==> src/rtl/uart_cmd_deframer.sv <==
// UART command-frame deframer: store-and-forward buffer, speculative write pointer.
// Define UART_CMD_CRC8_EN to check frames with CRC-8 (poly 0x07) instead of XOR.
module uart_cmd_deframer #(
    parameter int unsigned BUF_DEPTH      = 64,
    parameter int unsigned MAX_PAYLOAD    = 32,
    parameter logic [7:0]  SYNC_BYTE      = 8'hAA,
    parameter int unsigned TIMEOUT_CYCLES = 3200
) (
    input  logic       CLK,
    input  logic       rst,
    input  logic [7:0] rx_data,
    input  logic       rx_valid,
    output logic [7:0] out_data,
    output logic       out_valid,
    input  logic       out_ready,
    output logic       out_sof,
    output logic       out_eof,
    output logic       frame_ok,
    output logic       err_valid,
    output logic [2:0] err_code,
    output logic       busy
);
    localparam int AW = $clog2(BUF_DEPTH);
    localparam int PW = AW + 1;

    typedef enum logic [2:0] {
        S_IDLE, S_LEN, S_CMD, S_PAY, S_CHK, S_DISC
    } state_t;

    typedef enum logic [1:0] {R_CMD, R_NPL, R_PAY} rph_t;

    state_t        state_q;
    rph_t          rph_q;
    logic [PW-1:0] wr_q, cm_q, rd_q;
    logic [7:0]    chk_q, cnt_q, rrem_q;
    logic [31:0]   tmo_q;
    logic [7:0]    mem [BUF_DEPTH];

    logic [PW-1:0] used, free;
    logic [31:0]   len32;
    logic          len_bad, len_nofit, tmo_hit;
    logic          we;
    logic [AW-1:0] wa;
    logic [7:0]    wd, rbyte;

    function automatic logic [7:0] chk_upd(input logic [7:0] acc,
                                           input logic [7:0] b);
`ifdef UART_CMD_CRC8_EN
        logic [7:0] c;
        c = acc ^ b;
        for (int i = 0; i < 8; i++)
            c = c[7] ? ((c << 1) ^ 8'h07) : (c << 1);
        return c;
`else
        return acc ^ b;
`endif
    endfunction

    assign used      = wr_q - rd_q;
    assign free      = PW'(BUF_DEPTH) - used;
    assign len32     = {24'd0, rx_data};
    assign len_bad   = (len32 < 32'd2) || (len32 > MAX_PAYLOAD + 32'd2);
    assign len_nofit = free < PW'(rx_data);
    assign tmo_hit   = (TIMEOUT_CYCLES != 0) && !rx_valid &&
                       (state_q != S_IDLE) &&
                       (tmo_q == TIMEOUT_CYCLES - 32'd1);
    assign busy      = (state_q != S_IDLE);
    assign rbyte     = mem[rd_q[AW-1:0]];

    // NPL goes one slot past CMD so the reader sees CMD first
    always_comb begin
        we = 1'b0;
        wa = wr_q[AW-1:0];
        wd = rx_data;
        if (rx_valid && !tmo_hit) begin
            case (state_q)
                S_LEN: if (!len_bad && !len_nofit) begin
                    we = 1'b1;
                    wa = wr_q[AW-1:0] + AW'(1);
                    wd = rx_data - 8'd2;
                end
                S_CMD, S_PAY: we = 1'b1;
                default: we = 1'b0;
            endcase
        end
    end

    always_ff @(posedge CLK) begin
        if (we)
            mem[wa] <= wd;
    end

    always_ff @(posedge CLK or negedge rst) begin
        if (!rst) begin
            state_q   <= S_IDLE;
            wr_q      <= '0;
            cm_q      <= '0;
            chk_q     <= '0;
            cnt_q     <= '0;
            tmo_q     <= '0;
            frame_ok  <= 1'b0;
            err_valid <= 1'b0;
            err_code  <= '0;
        end else begin
            frame_ok  <= 1'b0;
            err_valid <= 1'b0;
            if (rx_valid || state_q == S_IDLE)
                tmo_q <= '0;
            else
                tmo_q <= tmo_q + 32'd1;
            if (tmo_hit) begin
                wr_q      <= cm_q;
                err_valid <= 1'b1;
                err_code  <= 3'd4;
                state_q   <= S_IDLE;
            end else if (rx_valid) begin
                case (state_q)
                    S_IDLE: if (rx_data == SYNC_BYTE) begin
                        chk_q   <= 8'h00;
                        state_q <= S_LEN;
                    end
                    S_LEN: begin
                        if (len_bad) begin
                            err_valid <= 1'b1;
                            err_code  <= 3'd2;
                            state_q   <= S_IDLE;
                        end else if (len_nofit) begin
                            err_valid <= 1'b1;
                            err_code  <= 3'd3;
                            cnt_q     <= rx_data;
                            state_q   <= S_DISC;
                        end else begin
                            chk_q   <= chk_upd(8'h00, rx_data);
                            cnt_q   <= rx_data - 8'd2;
                            state_q <= S_CMD;
                        end
                    end
                    S_CMD: begin
                        chk_q   <= chk_upd(chk_q, rx_data);
                        wr_q    <= wr_q + PW'(2);
                        state_q <= (cnt_q == 8'd0) ? S_CHK : S_PAY;
                    end
                    S_PAY: begin
                        chk_q <= chk_upd(chk_q, rx_data);
                        wr_q  <= wr_q + PW'(1);
                        cnt_q <= cnt_q - 8'd1;
                        if (cnt_q == 8'd1)
                            state_q <= S_CHK;
                    end
                    S_CHK: begin
                        if (rx_data == chk_q) begin
                            cm_q     <= wr_q;
                            frame_ok <= 1'b1;
                        end else begin
                            wr_q      <= cm_q;
                            err_valid <= 1'b1;
                            err_code  <= 3'd1;
                        end
                        state_q <= S_IDLE;
                    end
                    S_DISC: begin
                        cnt_q <= cnt_q - 8'd1;
                        if (cnt_q == 8'd1)
                            state_q <= S_IDLE;
                    end
                    default: state_q <= S_IDLE;
                endcase
            end
        end
    end

    // Output register refills whenever empty or consumed; rd stops at commit
    always_ff @(posedge CLK or negedge rst) begin
        if (!rst) begin
            rd_q      <= '0;
            rph_q     <= R_CMD;
            rrem_q    <= '0;
            out_data  <= '0;
            out_valid <= 1'b0;
            out_sof   <= 1'b0;
            out_eof   <= 1'b0;
        end else if (!out_valid || out_ready) begin
            if (rd_q != cm_q) begin
                rd_q      <= rd_q + PW'(1);
                out_valid <= 1'b1;
                out_data  <= rbyte;
                out_sof   <= (rph_q == R_CMD);
                case (rph_q)
                    R_CMD: begin
                        out_eof <= 1'b0;
                        rph_q   <= R_NPL;
                    end
                    R_NPL: begin
                        out_eof <= (rbyte == 8'd0);
                        rrem_q  <= rbyte;
                        rph_q   <= (rbyte == 8'd0) ? R_CMD : R_PAY;
                    end
                    default: begin
                        out_eof <= (rrem_q == 8'd1);
                        rrem_q  <= rrem_q - 8'd1;
                        if (rrem_q == 8'd1)
                            rph_q <= R_CMD;
                    end
                endcase
            end else begin
                out_valid <= 1'b0;
                out_sof   <= 1'b0;
                out_eof   <= 1'b0;
            end
        end
    end
endmodule
==> config.mk <==
export PLATFORM = sky130hd
export DESIGN_NAME = uart_cmd_deframer
export DESIGN_NICKNAME = d
export VERILOG_FILES = /design/src/rtl/uart_cmd_deframer.sv
export SDC_FILE = /design/constraint.sdc
export NUM_CORES = 1
export LEC_CHECK = 0
export CORE_UTILIZATION = 25
export CTS_BUF_LIST = sky130_fd_sc_hd__clkbuf_4 sky130_fd_sc_hd__clkbuf_8
export DETAILED_ROUTE_END_ITERATION = 6
export PLACE_DENSITY = 0.39
export SYNTH_ARGS = -nofsm -noshare
export SYNTH_HDL_FRONTEND = slang
export SYNTH_SLANG_ARGS = --single-unit
==> constraint.sdc <==
create_clock -name CLK -period 7.3 [get_ports CLK]
set_clock_uncertainty 0.1 [all_clocks]
set_input_delay 1.46 -clock CLK [delete_from_list [all_inputs] [get_ports CLK]]
set_output_delay 1.46 -clock CLK [all_outputs]
set_load 0.05 [all_outputs]
After elaboration in Yosys (flattened, before gate mapping)
Memory sizes are Yosys's and may differ from the RTL's. Cells that the tools add are included.

Flip-flop bits (word level): 98. Memory bits (writable): 512. Input port bits: 12. Output and inout port bits: 17. Logic and storage cells: 143. Memories kept: 1.

Memory list: mem (depth 64, width 8, read ports 1, clocked after memory_dff 0, write ports 1, RTL line 37) `logic [7:0] mem [BUF_DEPTH];`.

Add/subtract/negate cells: 10. $lt $le $gt $ge: 3. Eq/ne operators: 20. Multiplexer cells: 56. Bitwise logic cells: 3. Reductions and logical operators: 34.

Operator list (count): two-way mux 8 bit (8); two-way mux 3 bit (13); adder 32 x 1 -> 32 bit (second input constant) (1); equality test 32 x 12 -> 1 bit (second input constant) (1); two-way mux 32 bit (1); case mux 8 bit (2 select lines) (2); case mux 8 bit (3 select lines) (1); two-way mux 7 bit (3); case mux 7 bit (3 select lines) (1); two-way mux 6 bit (3); equality test 8 x 1 -> 1 bit (second input constant) (2); logical NOT 8 bit (2); two-way mux 1 bit (16); subtractor 8 x 1 -> 8 bit (second input constant) (2); case mux 3 bit (5 select lines) (1); adder 7 x 1 -> 7 bit (second input constant) (2); AND reduction 4 bit (3); nonzero test 3 bit (4); != test 3 bit (second input constant) (3); AND reduction 3 bit (3); equality test 8 bit (1); equality test 8 bit (second input constant) (1); > comparator 8 x 6 -> 1 bit (second input constant) (1); < comparator 8 x 2 -> 1 bit (second input constant) (1); 31 further kinds (50).

Longest topological paths before layout
Gate-level depths: netlist (run 1).

Depth after elaboration: 10. Depth in mapped cells: 18. Depth with buffers taken out: 16.

Worst setup path after synthesis (run 1)
OpenSTA, ideal clock, no wires.

Kind: reg-to-reg. Start point: reg wr_q[2]. End point: mem mem[0][2] (data pin). Library setup time: 702 ps. Data arrival time: 5546 ps. Required time: 6498 ps. Setup slack: 952 ps. Cell stages (with the launch flop): 16. Buffers on the path: 2. Clock period less this slack: 6348 ps. Cells stage by stage: dfrtp_1 -> inv_1 -> clkbuf_1 -> ha_1 -> ha_1 -> a21o_1 -> a21oi_1 -> o21bai_1 -> a21oi_1 -> xnor2_1 -> ha_1 -> nand2_1 -> a21oi_1 -> o211ai_1 -> clkbuf_1 -> o21ai_0.

Longest elaborated chain between the ends: 8.

RTL lines: start, declared (RTL line 34) `logic [PW-1:0] wr_q, cm_q, rd_q;`; start signal, assigned (RTL line 112) `wr_q <= cm_q;`; start signal, assigned (RTL line 140) `wr_q <= wr_q + PW'(2);`; start signal, assigned (RTL line 145) `wr_q <= wr_q + PW'(1);`; subtractor 7 bit (RTL line 59) `assign used = wr_q - rd_q;`; subtractor 7 bit (RTL line 60) `assign free = PW'(BUF_DEPTH) - used;`; < comparator 7 bit (RTL line 63) `assign len_nofit = free < PW'(rx_data);`; logical NOT 1 bit (RTL line 77) `S_LEN: if (!len_bad && !len_nofit) begin`; logical AND 1 bit (RTL line 77); two-way mux 8 bit (RTL line 77); two-way mux 8 bit (RTL line 76) `case (state_q)`; two-way mux 8 bit (RTL line 75) `if (rx_valid && !tmo_hit) begin`; named net wd[2] (RTL line 44) `logic [7:0] wd, rbyte;`; end, declared (RTL line 37).

The timed path passes the listed nets, and every way through them passes these cells.

Worst setup path in the final report (run 1)
Start point: reg wr_q[2]. End point: mem mem[10][7], enable pin.

Longest elaborated chain between the ends: 10. Elaborated cells between the ends (all ways): 14. Those cells by class: 3 x add/sub; 1 x order compare; 8 x mux; 2 x reduce/logical.

RTL lines: subtractor 7 bit (RTL line 59); subtractor 7 bit (RTL line 60); < comparator 7 bit (RTL line 63); logical NOT 1 bit (RTL line 77); logical AND 1 bit (RTL line 77); two-way mux 1 bit (RTL line 77); case mux 1 bit (2 select lines) (RTL line 76); two-way mux 1 bit (RTL line 75); two-way mux 1 bit (RTL line 89) `if (we)`; two-way mux 1 bit (implied by the code) (RTL line 90) `mem[wa] <= wd;`.

Several ways; a longest one is shown, not always the timed one.

==> impl_metrics.env, run 1 <==
export IMPL_status="finished, final reports clean"
export IMPL_yosysMostFrequentCell="edfxtp_1"
export IMPL_synth_compound_area_frac=0.07152
export IMPL_clk_latency_ps=740
export IMPL_syn_inst=1703
export IMPL_dp_slack_ps=1472
export IMPL_layout_drive_gt1_share=0.1883
export IMPL_hp_class="reg2reg"
export IMPL_first_pass_iters=5
export IMPL_setup_ws_ps=1707
export IMPL_clkTransAtPathRegs_ps=60
export IMPL_hold_depth=2
export IMPL_p_leak_uw=0.01006
export IMPL_drtAntennaViolNets=0
export IMPL_wirelength_mm=75.57
export IMPL_synth_top_family_by_area="multiplexers"
export IMPL_numCtsBuffers=106
export IMPL_worstSetupStartpointType="register"
export IMPL_max_stage_delay_ps=730
export IMPL_power_density_nw_per_um2=379.2
export IMPL_synth_simple_gate_area_frac=0.07560
export IMPL_ys_top_cells_by_area="edfxtp_1 (59%), dfrtp_1 (9.4%), mux4_2 (8.7%)"
export IMPL_cp_slowest_cell="o22ai_1"
export IMPL_cpLargestDelayFamily="compound AO/OA/AOI/OAI gates"
export IMPL_synthXorXnorAreaFrac=0.02082
export IMPL_dp_hpwl_mm=47.92
export IMPL_cts_sinks=610
export IMPL_die_y_um=325
export IMPL_yosysWarnings=0
export IMPL_core_sq_um=103500
export IMPL_regArea_sq_um=17840
export IMPL_rows=118
export IMPL_worst_path_stages=16
export IMPL_syn2layout_area_growth_pct=15.87
export IMPL_vias=15310
export IMPL_path_buf_inv=2
export IMPL_grt_pass1_wl_mm=110.8
export IMPL_reg2reg_depth=16
export IMPL_yosysTopAreaCell="edfxtp_1"
export IMPL_synth_edff_count=512
export IMPL_die_w_um=325
export IMPL_fillers=10330
export IMPL_drv_cap=0
export IMPL_grt_max_degree=65
export IMPL_async_flop_share=0.1607
export IMPL_io_pins=29
export IMPL_path_cells="inv_1 > ha_1 > ha_1 > a21o_1 > a21oi_1 > o21bai_1 > a21oi_1 > xnor2_1 > ha_1 > nand2_1 > a21o_1 > a2111oi_1 > buf_4 > mux2_2 > o22ai_1 > nor2_1"
export IMPL_tns_ps=0
export IMPL_cts_hold_buffers=0
export IMPL_syn_nets=1742
export IMPL_dieArea_sq_um=105600
export IMPL_tritoncts="done"
export IMPL_cts_resized=0
export IMPL_yosys_area_share_adder=0.01324
export IMPL_maxSlewHeadroom=0.2564
export IMPL_synthTopCellsByCount="edfxtp_1 (512), nor2_1 (185), nand2_1 (104)"
export IMPL_path_class="reg2reg"
export IMPL_clock_fmax_mhz=178.8
export IMPL_worst_slew_pin_slew_ps=1108
export IMPL_stdcell_area_sq_um=30220
export IMPL_synth_avg_cell_area_sq_um=15.32
export IMPL_post_route_period_util=0.7661
export IMPL_wire_per_inst_um=23.14
export IMPL_start_util=0.2520
export IMPL_rsz0062_at_grt="no"
export IMPL_cp_max_fo=14
export IMPL_root_buffer="clkbuf_8"
export IMPL_ys_seq_elements=610
export IMPL_peakVddDrop_mv=0.1706
export IMPL_cts_setup_buffers=0
export IMPL_syn_area_sq_um=26080
export IMPL_fin_crit_ps=5593
export IMPL_drtIter0Drc=1086
export IMPL_hold_viol_final=0
export IMPL_nets=1837
export IMPL_io_buffers=28
export IMPL_place_gp_congestion=0.8036
export IMPL_grt_pass1_vias=15800
export IMPL_worstPathRequired_ps=7560
export IMPL_synth_area_mux_share=0.1150
export IMPL_synthDistinctLibCells=76
export IMPL_synth_ff_type="edfxtp_1"
export IMPL_yosysSeqAreaShare=0.6835
export IMPL_grt_usage=0.1428
export IMPL_critPathCaptureType="register"
export IMPL_cp_arrival_ps=5850
export IMPL_dpl_instance_area_sq_um=28050
export IMPL_drc=0
export IMPL_grt_antenna_before_repair=1
export IMPL_drv_slew=0
export IMPL_synth_top_area_frac=0.5895
export IMPL_grt_remaining_overflow=0
export IMPL_via_per_inst=4.687
export IMPL_multi_input_area_sq_um=7782
export IMPL_setup_viol_count_final=0
export IMPL_h_tree_depth=3
export IMPL_cts_buffer_depth=3
export IMPL_crit_top_cell="ha_1"
export IMPL_final_util=0.2920
## through the flow
stage                     total power, uW  hold WS [ps]  std cells
after floorplan                      6910         355.3       1703
after global placement               8378         369.3       3070
after detailed placement             8373         380.6       3070
after CTS                           11650         392.7       3265
after global routing                12060         409.4       3266
final                               11460         383.1       3266
## worst register-to-register path, delay by kind of cell, from the launching register on
| kind | cells | cell delay (ps) |
|---|---|---|
| AOI/OAI and AO/OA | 7 | 2040 |
| adders and majority gates | 3 | 1050 |
| DFF | 1 | 600 |
| buffers and inverters | 2 | 510 |
| and+or+nand+nor | 2 | 500 |
| muxes | 1 | 350 |
| xor gates and xnor gates | 1 | 90 |
## layer usage
layer  vias up  GRT usage  share of wire
met5         -          0              0
met4         0    0.05086          0.025
met3        92    0.02525          0.051
met2       430     0.2308           0.48
met1      7931     0.1920           0.44
li1       6856          -              -
## cells by family after synthesis
family / Yosys count
multiplexers: 159
buffers and inverters: 114
adder cells (fa/ha/maj): 27
XOR/XNOR: 62
AO/OA/AOI/OAI: 291
AND/OR/NAND/NOR: 440
flip-flops: 610
## cell type report
cell class / instances / area share
inverter: 32 / 0.003974
tap: 1380 / 0.05713
clock inverter: 58 / 0.01486
multi-input combinational: 979 / 0.2575
timing repair buffer: 69 / 0.01946
antenna: 1 / 0.00008280
clock buffer: 137 / 0.05680
sequential: 610 / 0.5902
## report_power, final
part / leakage, uW / switching, uW / internal, uW / total, uW
registers: 0.00586 / 227 / 3970 / 4200
logic: 0.00305 / 2570 / 1480 / 4050
clock network: 0.00115 / 1460 / 1760 / 3220
total: 0.0101 / 4260 / 7200 / 11500
## state kept, by name, summed over array words and instances, names as in the netlist
signal     flops
mem          512
tmo_q         32
chk_q          8
cnt_q          8
out_data       8
rrem_q         8
cm_q           7
rd_q           7
wr_q           7
err_code       3
state_q        3
rph_q          2
err_valid      1
frame_ok       1
out_eof        1
out_sof        1
out_valid      1
## placed cells by master, fill, tap and decap left out, types with 24 or more instances in the layout
cell type        Yosys  layout
buf_4                6      41
clkdlybuf4s50_1      0      25
xor2_1              25      25
o21ai_0             67      66
clkbuf_4             0      27
a21oi_1             86      86
nand2_1            104     104
edfxtp_1           512     512
mux2i_1             38      38
clkinv_1             1      25
dfrtp_1             98      94
nor2_1             185     183
inv_1               30      30
xnor2_1             37      33
clkbuf_8             0     110
nor3_1              24      24
mux4_2             101     101
a22oi_1             37      37
nand3_1             48      48
ha_1                26      26
## final timing paths
kind	slack, ps	from	end
min in group asynchronous	730	rst	tmo_q[18]
hold / removal	380	out_data[7]	out_data[7]
max in group asynchronous	5280	rst	out_data[3]
setup / recovery	1710	wr_q[2]	mem[10][7]
setup reg to reg	1710	wr_q[2]	mem[10][7]
hold reg to reg	380	out_data[7]	out_data[7]
Note: power is estimated with default switching activity, not from simulation.
==> inputs of run 2 (changes only) <==
==> constraint.sdc (replaced) <==
create_clock -name CLK -period 5.5 [get_ports CLK]
set_clock_uncertainty 0.1 [all_clocks]
set_input_delay 1.1 -clock CLK [delete_from_list [all_inputs] [get_ports CLK]]
set_output_delay 1.1 -clock CLK [all_outputs]
set_load 0.05 [all_outputs]
==> impl_metrics.env, run 2 (synthesis gave the netlist of run 1 again) <==
export IMPL_maxSlewHeadroom=0.2713
export IMPL_rsz0062_at_grt="no"
export IMPL_seqPwrFrac=0.359
export IMPL_reg_top3="mem x512, tmo_q x32"
export IMPL_cpLargestDelayFamily="compound AO/OA/AOI/OAI gates"
export IMPL_finalNonFillerCells=3295
export IMPL_worstSetupStartpointType="register"
export IMPL_min_from="err_code[2]"
export IMPL_cts_resized=0
export IMPL_drv_slew=0
export IMPL_rr_endpoint="mem[6][6]"
export IMPL_setup_viol_count_final=0
export IMPL_final_util=0.2947
export IMPL_path_cells="ha_1 > ha_1 > fa_1 > a21o_1 > a21oi_1 > xnor2_1 > ha_1 > nand2_1 > a21o_1 > a2111oi_1 > buf_4 > mux2_2 > o22ai_1 > nor2_1"
export IMPL_p_leak_uw=0.01020
export IMPL_post_route_period_util=0.9147
export IMPL_hold_viol_final=0
export IMPL_pwr_share_comb=0.372
export IMPL_wirelength_mm=76.11
export IMPL_die_w_um=325
export IMPL_p_switching_uw=5785
export IMPL_grt_usage=0.1438
export IMPL_crit_top_cell="ha_1"
export IMPL_drv_cap=0
export IMPL_layout_commonest_cell="edfxtp_1"
export IMPL_power_density_nw_per_um2=502.5
export IMPL_drtIter0Drc=1143
export IMPL_clk_latency_ps=750
export IMPL_cts_buffer_depth=3
export IMPL_cp_slowest_cell="o22ai_1"
export IMPL_cts_setup_buffers=0
export IMPL_path_buf_inv=1
export IMPL_cts_hold_buffers=0
export IMPL_syn2layout_area_growth_pct=16.94
export IMPL_status="finished, final reports clean"
export IMPL_reg2reg_depth=14
export IMPL_dieArea_sq_um=105600
export IMPL_fin_crit_ps=5031
export IMPL_rows=118
export IMPL_drc=0
export IMPL_grt_antenna_before_repair=5
export IMPL_grt_remaining_overflow=0
export IMPL_p_int_uw=9542
export IMPL_peakVddDrop_mv=0.2970
export IMPL_dp_cells=3104
export IMPL_via_per_inst=4.703
export IMPL_pwr_share_clk=0.270
export IMPL_grt_pass1_vias=15840
export IMPL_nets=1870
export IMPL_clkTransAtPathRegs_ps=70
export IMPL_numCtsBuffers=105
export IMPL_clock_fmax_mhz=198.8
export IMPL_wire_per_inst_um=23.10
export IMPL_dp_hpwl_mm=48.66
export IMPL_cp_arrival_ps=5290
export IMPL_critPathCaptureType="register"
export IMPL_io_pins=29
export IMPL_tritoncts="done"
export IMPL_grt_max_degree=89
export IMPL_vias=15500
export IMPL_io_buffers=28
export IMPL_min_to="err_code[2]"
export IMPL_reg2reg_slack_ps=470
export IMPL_h_tree_depth=3
export IMPL_place_gp_congestion=0.7949
export IMPL_max_stage_delay_ps=780
export IMPL_start_util=0.2520
export IMPL_first_pass_iters=5
export IMPL_mostFrequentLayoutCells="edfxtp_1 (512), nor2_1 (184), clkbuf_8 (110)"
export IMPL_worstPathRequired_ps=5760
export IMPL_die_y_um=325
export IMPL_root_buffer="clkbuf_8"
export IMPL_cp_max_fo=8
export IMPL_hold_depth=1
export IMPL_regMostFlops="mem"
export IMPL_grt_pass1_wl_mm=111.7
export IMPL_p_sw_frac=0.3774
export IMPL_worst_slew_pin_slew_ps=1086
export IMPL_core_sq_um=103500
export IMPL_cts_sinks=610
export IMPL_path_class="reg2reg"
export IMPL_drtAntennaViolNets=0
export IMPL_largest_reg_flops=512
export IMPL_layout_drive_gt1_share=0.1985
export IMPL_rr_startpoint="rd_q[1]"
export IMPL_hp_class="reg2reg"
## run 2: changes by cell type in the layout (fill, tap and decap cells not counted), sizes merged
cell	previous run	this run
inv	35	36
clkinvlp	2	4
buf	44	78
clkbuf	137	133
bufinv	6	3
clkinv	47	46
## run 2: layout make-up
| class | count | area, sq um |
|---|---|---|
| tap | 1380 | 1727 |
| clock buffer | 133 | 1687 |
| multi-input combinational | 979 | 7823 |
| inverter | 32 | 120.1 |
| fill | 10300 | 73000 |
| antenna | 1 | 2.502 |
| sequential | 610 | 17840 |
| timing repair buffer | 103 | 918.4 |
| clock inverter | 57 | 386.6 |
## run 2: worst max-delay path by stage
| stage | start | to | slack (ps) | depth (start not counted) |
|---|---|---|---|---|
| 2_1_floorplan | wr_q[2] | mem[0][2] | 250 | 15 |
| 3_3_place_gp | rx_data[1] | mem[19][4] | -160 | 11 |
| 3_5_place_dp | rx_data[1] | mem[6][6] | 150 | 12 |
| 4_1_cts | rd_q[1] | mem[6][1] | 360 | 14 |
| 5_1_grt | wr_q[4] | mem[5][5] | 90 | 15 |
| 6_report | rd_q[1] | mem[6][6] | 470 | 14 |
## run 2: worst register-to-register path, cell delays in order (launching register included)
cell and delay, ps:
dfrtp_4 500, ha_1 280, ha_1 230, fa_1 410, a21o_1 170, a21oi_1 170, xnor2_1 100, ha_1 270
nand2_1 70, a21o_1 190, a2111oi_1 370, buf_4 210, mux2_2 350, o22ai_1 780, nor2_1 450
## run 2: per-layer routing
metal  GRT usage  vias to the layer above  share of wire
li1            -                     6907              -
met1      0.2027                     8014           0.46
met2      0.2222                      456           0.46
met3     0.02811                      118          0.054
met4     0.04512                        2          0.023
met5           0                        -        0.00017
## run 2: power groups by stage
stage          combinational, uW  sequential, uW  clock (uW)
3_3_place_gp                5730            5590           0
2_1_floorplan               3530            5640           0
3_5_place_dp                5730            5590           0
5_1_grt                     6130            5530        4460
6_report                    5700            5500        4130
4_1_cts                     5750            5500        4270
## run 2: through the flow
step | area [sq um] | hold slack [ps] | total power [uW] | TNS (ps) | worst slack (ps)
floorplan | 26110 | 355.3 | 9169 | 0 | 251.4
global placement | 28420 | 375.7 | 11320 | -3538 | -156.5
detailed placement | 28420 | 383.9 | 11320 | 0 | 151.1
CTS | 30500 | 393.7 | 15520 | 0 | 362.6
global route | 30500 | 407.9 | 16120 | 0 | 90.51
finish | 30500 | 384.3 | 15330 | 0 | 469.1
==> patch (flow settings as in run 2) <==
The 6 states of `state_t` get a Gray code encoding in 3 bits.
--- a/src/rtl/uart_cmd_deframer.sv
+++ b/src/rtl/uart_cmd_deframer.sv
@@ -25,5 +25,5 @@
 
     typedef enum logic [2:0] {
-        S_IDLE, S_LEN, S_CMD, S_PAY, S_CHK, S_DISC
+        S_IDLE = 3'b000, S_LEN = 3'b001, S_CMD = 3'b011, S_PAY = 3'b010, S_CHK = 3'b110, S_DISC = 3'b111
     } state_t;
 
Formal check against the unedited RTL: same outputs for any inputs over 4 cycles, from zero or initial values and one cycle with rst low; so few cycles prove little.
==> patch against run 2 <==
Total power grew 1.5%. Worst setup slack lost 0.030 ns. Non-clock buffer count grew 29. Final area grew 2.0%. Sequential share of layout area shrank 1.2 points. Wire length grew 0.51%. Synthesized area grew 1.2%. Sequential cell count is the same.
==> patch: results (changes against run 2) <==
- The worst slew margin relative to its limit is 0.353 (+0.0820).
- The worst-case register-to-register setup slack was 0.44 ns (-0.03 ns).
- The met2 usage in global routing came to 0.238 (+0.0158).
- The maximum operating frequency came to 0.198 GHz (-0.59%).
- The largest fanout on the critical path was 10 (+2).
- The arrival time of the worst setup path is 5.32 ns (+0.03 ns).
- The worst slack on hold paths is 0.377 ns (-0.00685 ns).
- The largest stage delay on the critical path came to 0.67 ns (-0.11 ns).
- The global-route wire length before repair is 113 mm (+1.6%).
- The length of routed met2 wiring is 37.0 mm (+5.4%).
- The wire length on met3 is 3.37 mm (-18%).
- The placed wire-length estimate after detailed placement is 48.3 mm (-0.82%).
- The met1 global-route usage was 0.193 (-0.00960).
- The run finished with clean final reports.
- The maximum vdd ir drop is 352 uV (+19%).
- The number of nets in the layout is 1892 (+1.2%).
- The total non-filler cell area in the finished layout is 0.0311 mm^2 (+2.0%).
- The startpoint identified for the worst hold timing path is out_data[3].
- The placer's final routability congestion estimate is 0.784 (-1.4%).
- The number of cells traversed by the worst register-to-register path is 15 (+1).
- The number of nets produced by synthesis is 1740 (-0.11%).
- The worst setup slack after placement came to 0.424 ns (+0.273 ns).
- The share of synthesized area occupied by flip-flops and latches is 0.675 (-0.00826).
- The worst-path cell with the longest stage delay is sky130_fd_sc_hd__nor2_1.
- The total number of vias is 15500 (-0.15%).
- The startpoint identified for the worst register-to-register timing path is wr_q[1].
- The reported leakage power is 10.5 nW (+3.4%).
- The fraction of layout instances using a drive strength above 1 was 0.225 (+0.0269).
- The total cell area at the placement stage is 0.0289 mm^2 (+1.6%).
- The arithmetic-cell share of the synthesized area counting full adders, half adders and majority gates is 0.0131 (-0.000160).
- By area the synthesized netlist is led by sky130_fd_sc_hd__edfxtp_1 58%, sky130_fd_sc_hd__dfrtp_1 9.3%, sky130_fd_sc_hd__mux4_2 8.0%, sky130_fd_sc_hd__nor2_1 2.3%, sky130_fd_sc_hd__mux2i_1 2.0%.
- For hold timing, the worst endpoint is out_data[3].
- The wire length on met1 was 34.9 mm (-0.78%).
- The number of cells produced by synthesis was 1701 (-0.12%).
- The total CTS buffers is 107 (+1.9%).
- The post-detailed-route wirelength per cell is 23.0 um (-0.37%).
[patch: cell types whose count changed after synthesis, sizes merged, moves of 8 or more]
cell    before  now
buf         34   53
a21oi       86   54
nand3       48   36
o211ai       3   11
a31oi        2   12
clkbuf      48   36
nand2      104  115
nor2       186  162
a22oi       37   20
mux2i       38   53
[patch: power by group]
| group | internal [mW] | total, mW | switching, mW |
|---|---|---|---|
| logic | 2.15 | 5.69 | 3.53 |
| clock network | 2.38 | 4.33 | 1.95 |
| registers | 5.28 | 5.54 | 0.262 |
| total | 9.81 | 15.6 | 5.74 |
[patch: final cells by class]
type / instances / share of cell area
Sequential cell: 610 / 0.573
Multi-Input combinational cell: 973 / 0.259
Clock buffer: 152 / 0.0598
Tap cell: 1380 / 0.0555
Timing Repair Buffer: 132 / 0.0373
Clock inverter: 47 / 0.0115
Inverter: 29 / 0.00350
Antenna cell: 1 / 0.0000804
